File: src/rtl/modn_counter.sv
// Modulo-N up/down counter with runtime terminal value, synchronous load,
// registered wrap/halt pulse for cascading and an optional one-shot halt.
module modn_counter #(
    parameter int unsigned WIDTH       = 3,
    parameter int unsigned MAX_DEFAULT = 4
) (
    input  logic             clk,
    input  logic             rst,
    input  logic             en,
    input  logic             up,
    input  logic             oneshot,
    input  logic             load,
    input  logic [WIDTH-1:0] load_val,
    input  logic             cfg_we,
    input  logic [WIDTH-1:0] cfg_max,
    output logic [WIDTH-1:0] out,
    output logic             tc,
    output logic             done,
    output logic [WIDTH-1:0] max_val
);

    localparam logic [WIDTH-1:0] MaxReset = WIDTH'(MAX_DEFAULT);

    typedef enum logic [0:0] {
        StRun,
        StHalt
    } state_e;

    state_e           state_q, state_d;
    logic [WIDTH-1:0] out_q, out_d;
    logic [WIDTH-1:0] max_q, max_d;
    logic             tc_q, tc_d;
    logic             done_q, done_d;

    logic             step_en;
    logic             above_max;
    logic             at_top;
    logic             at_bottom;
    logic             terminal;

    // A step only happens while running, enabled and not overridden by load.
    assign step_en   = (state_q == StRun) && en && !load;
    assign above_max = out_q > max_q;
    assign at_top    = out_q >= max_q;
    assign at_bottom = out_q == '0;
    // Down-count above max_val is a clamp, never a terminal event.
    assign terminal  = up ? at_top : (at_bottom && !above_max);

    // State register
    always_ff @(posedge clk) begin
        if (!rst) begin
            state_q <= StRun;
        end else begin
            state_q <= state_d;
        end
    end

    // Next-state logic
    always_comb begin
        state_d = state_q;
        if (load) begin
            state_d = StRun;
        end else if (step_en && terminal && oneshot) begin
            state_d = StHalt;
        end
    end

    // Datapath next-state logic; all decisions use the pre-edge max_q.
    always_comb begin
        out_d  = out_q;
        tc_d   = 1'b0;
        done_d = done_q;
        max_d  = cfg_we ? cfg_max : max_q;

        if (load) begin
            out_d  = (load_val > max_q) ? max_q : load_val;
            done_d = 1'b0;
        end else if (step_en) begin
            if (up) begin
                if (!at_top) begin
                    out_d = out_q + WIDTH'(1);
                end else begin
                    tc_d = 1'b1;
                    if (oneshot) begin
                        done_d = 1'b1;
                    end else begin
                        out_d = '0;
                    end
                end
            end else begin
                if (above_max) begin
                    out_d = max_q;
                end else if (!at_bottom) begin
                    out_d = out_q - WIDTH'(1);
                end else begin
                    tc_d = 1'b1;
                    if (oneshot) begin
                        done_d = 1'b1;
                    end else begin
                        out_d = max_q;
                    end
                end
            end
        end
    end

    always_ff @(posedge clk) begin
        if (!rst) begin
            out_q  <= '0;
            tc_q   <= 1'b0;
            done_q <= 1'b0;
            max_q  <= MaxReset;
        end else begin
            out_q  <= out_d;
            tc_q   <= tc_d;
            done_q <= done_d;
            max_q  <= max_d;
        end
    end

    assign out     = out_q;
    assign tc      = tc_q;
    assign done    = done_q;
    assign max_val = max_q;

endmodule
File: config.mk
export PLATFORM = sky130hd
export DESIGN_NAME = modn_counter
export DESIGN_NICKNAME = d
export VERILOG_FILES = /design/src/rtl/modn_counter.sv
export SDC_FILE = /design/constraint.sdc
export NUM_CORES = 1
export LEC_CHECK = 0
export ABC_CLOCK_PERIOD_IN_PS = 2800
export CORE_MARGIN = 2
export CORE_UTILIZATION = 48
export CTS_CLUSTER_DIAMETER = 40
export DETAILED_ROUTE_END_ITERATION = 8
export PLACE_DENSITY_LB_ADDON = 0.05
export SETUP_SLACK_MARGIN = 0.4
export SYNTH_ARGS = -nofsm -noshare
export SYNTH_HDL_FRONTEND = slang
export SYNTH_SLANG_ARGS = --single-unit
File: constraint.sdc
create_clock -name clk -period 2.8 [get_ports clk]
set_clock_uncertainty 0.1 [all_clocks]
set_input_delay 0.84 -clock clk [delete_from_list [all_inputs] [get_ports clk]]
set_output_delay 0.84 -clock clk [all_outputs]
set_load 0.01 [all_outputs]
* After elaboration in Yosys (flattened, before gate mapping)
Cells that the tools add are included.
Storage, ports and cells: register bits 9, input bits 13, word-level logic and storage cells 50
Cells by class: add/subtract/negate cells 2, order comparisons 3, equality and inequality tests 4, mux-type cells 19, bitwise logic cells 3, reduce and logical (&&, ||, !) cells 14
Operators with widths (number):
- two-way mux 3 bit | 9
- two-way mux 1 bit | 10
- greater-than comparator 3 bit | 2
- logical AND 1 bit | 5
- != test 5 bit, second input constant | 1
- != test 4 bit, second input constant | 1
- AND reduction 4 bit | 1
- nonzero test 2 bit | 2
- adder 3 x 1 -> 3 bit, second input constant | 1
- greater-or-equal comparator 3 bit | 1
- zero test 3 bit | 1
- NOT 1 bit | 3
- AND reduction 3 bit | 1
- OR reduction 3 bit | 1
- subtractor 3 x 1 -> 3 bit, second input constant | 1
- zero test 1 bit | 2
- != test 2 x 1 -> 1 bit, second input constant | 1
- != test 2 bit, second input constant | 1
- OR reduction 2 bit | 1

* Logic depth before layout (Yosys ltp)
Gate-level depths: netlist (run 1).
depth in word-level cells 6, gate-level depth with buffers 7, mapped depth without buffers 7

* Least setup slack after synthesis (run 1)
No wires, ideal clock.
kind input -> register, start point input port load_val[2], end point register out_q[2] (netlist: out[2]), arrival 2120 ps, data required time 2578 ps, setup slack 458 ps, cell stages on the path 5, buffers on the path 0, path through ha_1 > and3_1 > a21o_1 > a311o_1 > o311a_1
On the way: longest elaborated chain between the ends 3
RTL lines:
- start: declaration | RTL line 13 | input logic [WIDTH-1:0] load_val,
- greater-than comparator 3 bit | RTL line 76 | out_d = (load_val > max_q) ? max_q : load_val;
- two-way mux 3 bit (*) | RTL line 76
- two-way mux 3 bit (*) | RTL line 75 | if (load) begin
- end signal: assignment | RTL line 114 | out_q <= out_d;
- end: declaration | RTL line 30 | logic [WIDTH-1:0] out_q, out_d;
Every way passes the cells marked *; elsewhere a longest branch is shown, timed or not. A chain may end at the register's enable or synchronous reset.

* Worst setup path after layout (run 1)
start point input port load_val[1], end point register out_q[2] (netlist: out[2])
On the way: longest elaborated chain between the ends 3
RTL lines (RTL line):
- greater-than comparator 3 bit | 76
- two-way mux 3 bit | 76
- two-way mux 3 bit | 75
Every way passes these cells.

==> results.cfg, run 1 <==
[global_route]
antenna_violations_before_repair = 0
overflow = 0
grt_util_overall = 0.2400
grt_pass1_wl_mm = 3.594
number_of_global_route_vias_before_repair = 813
largest_net_degree_at_the_start_of_global_routing = 9

[finish]
fill_cells = 128
layout-drive-gt1-share = 0.1951
final_net_count = 146
finalCoreUtilization = 0.7295
n_antenna_cell = 0
layout_common_cells = 17 x clkdlybuf4s50_1, 10 x inv_1, 9 x dfxtp_1, 8 x ha_1, 7 x buf_4
area.growth.synth_to_final_pct = 38.15
mostFrequentLayoutCell = clkdlybuf4s50_1

[critical_path]
worstReg2RegEnd = out[1]$_SDFFE_PN0P_
cp_data_required_time_ns = 2.85
critical_path.endpoint_type = register
worst_reg_to_reg_setup_slack_ns = 0.63
critPathLaunch = load_val[1]
cp.arrival_ns = 2.45
worstSetupPathType = in2reg
reg2reg_depth = 7
crit-reg2reg-launch = max_val[2]$_SDFFE_PN1P_
setup.worst_path.start_class = input port
worst_setup_path_endpoint = out[2]$_SDFFE_PN0P_
cp_max_fo = 3

[yosys]
synth_largest_type_area_fraction = 0.2188
mappedNetlistNets = 116
synth.largest_area_cell = dfxtp_1
synth_seq_area_share = 0.2188
yosysWarningCount = 0
synthesis.area_um2 = 823.3
yosys_register_bits = 9
synthesis.area_per_instance_um2 = 8.758
yosys.cell_types.count = 38
synth_cells = 94
synth.area.top_cells = dfxtp_1 22%, ha_1 14%, a211oi_1 5.5%, inv_1 4.6%, o41ai_2 4.0%

[drt]
finalWirelength_mm = 2.240
routed_wire_length_per_instance_um = 16.12
detail_route.drc_violations = 0
dr.pass1.iters = 4
detail_route.vias_per_cell = 6.000
drt-initial-drc-count = 14
via_total_after_detailed_routing = 834
detail-route-antenna-nets = 0

[min_path]
whs_path_depth = 1
timing.hold.worst.class = reg2reg

[timing]
min_period_ns = 2.407
setup_violations = 0
slew_viol_final = 0
finalCritPeriodShare = 0.8597
least_margin_pin_slew_ns = 0.5216
rsz0062_at_grt = false
timing.fmax_ghz = 0.4154
whs_ns = 0.3713
report.final.hold_viol_count = 0
worst_slew_margin_rel = 0.6514

[flow_run]
drv.max_cap_violation_count = 0

[floorplan]
floorplan.io_pins = 21
dieArea_um2 = 2063
effective_utilization_at_floorplan = 0.5281
core_um2 = 1559
chipWidth_um = 45.42
row_count = 14
die_y_um = 45.42

[cts]
tritoncts = done
clock_latency_at_the_later_pin_of_the_worst_skew_pair_ns = 0.26
cts_buffers = 3
cts_htree_levels = 1
clkTransAtPathRegs_ns = 0.06
clock-root-buffer = clkbuf_4
clock_tree.buffer_depth = 2
cts.sink_count = 9

[power_and_ir_drop]
vdd_ir_drop_max_mv = 0.3763
powerDensity_nw_per_um2 = 442.5
cellLeakagePower_nw = 0.4830

[place]
port-buffer-count = 20
post-dp-hpwl_mm = 1.739
place_congestion = 0.9211

[run_status]
run_status = finished clean
==> sequential cells by signal, indices dropped and copies added, names as in the netlist <==
name / flops
max_val: 3
out: 3
tc: 1
state_q: 1
done: 1
==> how the worst min path moves through the flow <==
stage	start	end
CTS	done$_SDFFE_PP0P_	done$_SDFFE_PP0P_
global route	done$_SDFFE_PP0P_	done$_SDFFE_PP0P_
detailed placement	done$_SDFFE_PP0P_	done$_SDFFE_PP0P_
global placement	done$_SDFFE_PP0P_	done$_SDFFE_PP0P_
finish	done$_SDFFE_PP0P_	done$_SDFFE_PP0P_
floorplan	state_q$_SDFFE_PP0P_	state_q$_SDFFE_PP0P_
==> Yosys cell counts <==
| cell | number |
|---|---|
| a2111oi_0 | 1 |
| nor2b_1 | 2 |
| xor2_1 | 1 |
| dfxtp_1 | 9 |
| nor2_2 | 1 |
| mux2i_1 | 3 |
| nor3b_1 | 1 |
| and3b_1 | 1 |
| a32o_1 | 1 |
| a211oi_1 | 6 |
| o32ai_1 | 1 |
| xnor2_1 | 1 |
| o311a_1 | 1 |
| o41ai_2 | 2 |
| ha_1 | 9 |
| o21ai_2 | 3 |
| nor4_1 | 2 |
| a21oi_1 | 2 |
| and3_1 | 2 |
| a31oi_2 | 1 |
| o211ai_1 | 1 |
| buf_2 | 2 |
| nor3_1 | 2 |
| nand3_1 | 3 |
| a22oi_1 | 1 |
| nor2_1 | 5 |
| inv_1 | 10 |
| or3_1 | 1 |
| a311o_1 | 2 |
| a2111oi_1 | 1 |
| o21a_1 | 3 |
| nand2b_1 | 2 |
| nand2_1 | 3 |
| o211ai_2 | 1 |
| o31ai_1 | 1 |
| o2111ai_1 | 2 |
| nor2b_2 | 2 |
| a21o_1 | 2 |
==> layout make-up <==
| cell class | instances | area [µm²] | share of cell area |
|---|---|---|---|
| multi-input combinational | 73 | 624.3 | 0.5490 |
| timing repair buffer | 27 | 249.0 | 0.2189 |
| sequential | 9 | 180.2 | 0.1584 |
| inverter | 10 | 37.54 | 0.03300 |
| clock buffer | 4 | 26.28 | 0.02310 |
| tap | 16 | 20.02 | 0.01760 |
==> cells by family after synthesis <==
| kind of cell | after synthesis | share of synthesized area |
|---|---|---|
| adder cells (fa/ha/maj) | 9 | 0.1368 |
| multiplexers | 3 | 0.03648 |
| XOR/XNOR | 2 | 0.02128 |
| flip-flops | 9 | 0.2188 |
| AND/OR/NAND/NOR | 27 | 0.1839 |
| buffers and inverters | 12 | 0.05776 |
| AO/OA/AOI/OAI | 32 | 0.3450 |
==> where the power goes <==
part | total (W) | internal, W | switching, W
clock network | 0.000100 | 0.0000549 | 0.0000452
logic | 0.000249 | 0.000121 | 0.000128
registers | 0.000155 | 0.000139 | 0.0000158
==> routing by layer <==
layer  track usage  wire length (µm)  up-vias
met5             0                 0        -
met4       0.08235                42        0
met3       0.03175                66        4
met2        0.4141              1143       22
met1        0.3032               988      387
li1              -                 -      421
==> worst max-delay path, cell delays in order <==
cell	delay [ns]
dlygate4sd2_1	0.27
ha_4	0.27
nor2b_2	0.13
o21ai_2	0.09
a21o_1	0.22
a311o_1	0.36
o311a_1	0.28
==> through the flow <==
stage / instance area [µm²] / power [W] / cells / TNS [ns] / worst slack, ns
CTS: 1114 / 0.0005001 / 139 / 0 / 0.4307
finish: 1137 / 0.0005033 / 139 / 0 / 0.3928
global route: 1137 / 0.0005398 / 139 / 0 / 0.3698
detailed placement: 1086 / 0.0003955 / 135 / -0.07726 / -0.06477
global placement: 1086 / 0.0003895 / 135 / -0.002759 / -0.002759
floorplan: 823.3 / 0.0003093 / 94 / 0 / 0.4580
==> repair_timing <==
| action | 4_1_cts | 5_1_grt |
|---|---|---|
| setup buffers | 0 | 0 |
| setup endpoints to repair | 3 | 2 |
| hold buffers | 0 | 0 |
| gates resized for setup | 4 | 4 |
| pin swaps | 3 | 0 |
| cloned | 0 | 0 |
No activity file was read; power rests on OpenSTA's default activity.
==> run 2: changes to the inputs <==
--- a/config.mk
+++ b/config.mk
@@ -12,6 +12,7 @@
 export DETAILED_ROUTE_END_ITERATION = 8
 export PLACE_DENSITY_LB_ADDON = 0.05
 export SETUP_SLACK_MARGIN = 0.4
+export SKIP_LAST_GASP = 1
 export SYNTH_ARGS = -nofsm -noshare
 export SYNTH_HDL_FRONTEND = slang
 export SYNTH_SLANG_ARGS = --single-unit
==> results of run 2 <==
Same layout as run 1: the final DEF is identical, and so are final timing and power.
==> run 3: changes to the inputs <==
--- a/config.mk
+++ b/config.mk
@@ -5,9 +5,11 @@
 export SDC_FILE = /design/constraint.sdc
 export NUM_CORES = 1
 export LEC_CHECK = 0
-export ABC_CLOCK_PERIOD_IN_PS = 2800
+export ABC_CLOCK_PERIOD_IN_PS = 2300
+export CELL_PAD_IN_SITES_DETAIL_PLACEMENT = 1
+export CELL_PAD_IN_SITES_GLOBAL_PLACEMENT = 1
 export CORE_MARGIN = 2
-export CORE_UTILIZATION = 48
+export CORE_UTILIZATION = 35
 export CTS_CLUSTER_DIAMETER = 40
 export DETAILED_ROUTE_END_ITERATION = 8
 export PLACE_DENSITY_LB_ADDON = 0.05
==> constraint.sdc (replaced) <==
create_clock -name clk -period 2.3 [get_ports clk]
set_clock_uncertainty 0.1 [all_clocks]
set_input_delay 0.69 -clock clk [delete_from_list [all_inputs] [get_ports clk]]
set_output_delay 0.69 -clock clk [all_outputs]
set_load 0.01 [all_outputs]
==> run 3 against run 2 <==
Worst hold slack improved by 0.024 ns. Worst setup slack worse by 0.18 ns. Routed wire length is 78% higher. Clock power rose by 34%. Core utilization fell by 5.1 points. Via count rose by 19%. Total power is 62% higher. Final area up 32%. Combinational power is 96% higher. Sequential cell count did not move. Sequential share of layout area fell by 2.8 points. Critical path depth unchanged. Critical path type unchanged. Critical endpoint unchanged. Largest cell class unchanged.
==> results.cfg, run 3 (synthesized netlist as in run 1, its figures left out) <==
[run_status]
run_status = finished clean

[floorplan]
floorplan.io_pins = 21
core_um2 = 2212
effective_utilization_at_floorplan = 0.3722
chipWidth_um = 52.50
dieArea_um2 = 2756
die_y_um = 52.50
row_count = 17

[global_route]
grt_pass1_wl_mm = 5.078
largest_net_degree_at_the_start_of_global_routing = 10
number_of_global_route_vias_before_repair = 1010
grt_util_overall = 0.2555
antenna_violations_before_repair = 0
overflow = 0

[critical_path]
setup.worst_path.start_class = input port
worst_setup_path_endpoint = out[2]$_SDFFE_PN0P_
critical_path.slowest_cell = a311o_1
reg2reg_depth = 7
cp_data_required_time_ns = 2.35
cpPeakStageDelay_ns = 0.33
worst_reg_to_reg_setup_slack_ns = 0.24
critPathLaunch = load_val[1]
worstReg2RegEnd = out[2]$_SDFFE_PN0P_
cp_max_fo = 3
cp.arrival_ns = 2.14
critical_path.endpoint_type = register
crit-reg2reg-launch = max_val[2]$_SDFFE_PN1P_
worstSetupPathType = in2reg
timing.critical_path.cells = buf_8, ha_4, nor2b_4, o21ai_4, a21o_1, a311o_1, o311a_1

[drt]
dr.pass1.iters = 4
drt-initial-drc-count = 18
detail_route.vias_per_cell = 6.036
routed_wire_length_per_instance_um = 24.17
via_total_after_detailed_routing = 996
detail_route.drc_violations = 0
detail-route-antenna-nets = 0
finalWirelength_mm = 3.988

[flow_run]
drv.max_cap_violation_count = 0

[finish]
final-seq-area_um2 = 195.2
fill_cells = 239
n_antenna_cell = 0
final_net_count = 160
mostFrequentLayoutCell = buf_4
multi_input_area_um2 = 830.8
area.growth.synth_to_final_pct = 82.37
layout_common_cells = 17 x buf_4, 8 x clkdlybuf4s50_1, 7 x ha_4, 7 x dlygate4sd2_1
layout-drive-gt1-share = 0.5182

[cts]
clkTransAtPathRegs_ns = 0.07
cts_buffers = 3
cts.sink_count = 9
clock_tree.buffer_depth = 2
clock-root-buffer = clkbuf_4
cts_htree_levels = 1
post_cts_hold_buffer_count = 0
tritoncts = done
clock_latency_at_the_later_pin_of_the_worst_skew_pair_ns = 0.27

[timing]
setup_violations = 0
finalCritPeriodShare = 0.9082
report.final.hold_viol_count = 0
timing.fmax_ghz = 0.4788
least_margin_pin_slew_ns = 0.3489
slew_viol_final = 0
worst_slew_margin_rel = 0.7660
rsz0062_at_grt = true
min_period_ns = 2.089
setup_tns_ns = 0

[power_and_ir_drop]
vdd_ir_drop_max_mv = 0.4219
cellLeakagePower_nw = 0.6204
report.power.total_w = 0.0008130
powerDensity_nw_per_um2 = 541.5

[place]
place_congestion = 0.8173
port-buffer-count = 20
post-dp-hpwl_mm = 2.048

[min_path]
timing.hold.worst.class = reg2reg
[run 3: changes by cell type in the layout (fill, tap and decap cells not counted), moves of 5 or more]
| cell | change |
|---|---|
| clkdlybuf4s50_1 | -9 |
| dfxtp_1 | -6 |
| ha_4 | +6 |
| ha_1 | -6 |
| buf_4 | +10 |
| inv_1 | -5 |
[run 3: area by class of cell]
type / instances / share of cell area
Tap cell: 28 / 0.02333
Inverter: 10 / 0.03500
Timing Repair Buffer: 41 / 0.2408
Sequential cell: 9 / 0.1300
Clock buffer: 4 / 0.01750
Multi-Input combinational cell: 73 / 0.5533
[run 3: how the worst min path moves through the flow]
stage,start,end,slack (ns),depth (start not counted)
floorplan,state_q$_SDFFE_PP0P_,state_q$_SDFFE_PP0P_,0.35,1
global placement,done$_SDFFE_PP0P_,done$_SDFFE_PP0P_,0.35,1
detailed placement,done$_SDFFE_PP0P_,done$_SDFFE_PP0P_,0.36,1
CTS,done$_SDFFE_PP0P_,done$_SDFFE_PP0P_,0.37,1
global route,done$_SDFFE_PP0P_,done$_SDFFE_PP0P_,0.41,1
finish,done$_SDFFE_PP0P_,done$_SDFFE_PP0P_,0.40,1
[run 3: what timing repair did]
action	CTS	global route
setup endpoints to repair	12	8
endpoints found under the hold margin	0	0
pin swaps	13	10
setup buffers	4	3
gates resized for setup	54	21
[run 3: stage by stage]
stage | cell area (µm²) | util | std cells | setup slack [ns] | hold WS (ns)
global route | 1501 | 0.6787 | 165 | 0.1811 | 0.4131
floorplan | 865.8 | - | 94 | 0.2041 | 0.3545
global placement | 1196 | 0.5407 | 154 | -0.3139 | 0.3476
CTS | 1374 | 0.6210 | 162 | 0.2006 | 0.3668
finish | 1501 | 0.6787 | 165 | 0.2112 | 0.3956
detailed placement | 1196 | 0.5407 | 154 | -0.3619 | 0.3566
[run 3: power breakdown]
group	switching, W	internal (W)	leakage, nW
combinational	0.000251	0.000236	0.529
clock	0.0000670	0.0000673	0.0150
sequential	0.0000214	0.000170	0.0764
[run 3: critical path, delay by kind of cell]
kind,cells,cell delay (ns)
adder cells (fa/ha/maj),1,0.27
AO/OA/AOI/OAI,4,0.91
AND/OR/NAND/NOR,1,0.17
buffers and inverters,1,0.10
[run 3: layer usage]
layer,global-route usage,share of wire,vias to the layer above
li1,-,-,447
met1,0.3037,0.36,499
met2,0.4688,0.56,37
met3,0.02857,0.037,13
met4,0.08547,0.035,0
met5,0,0,-
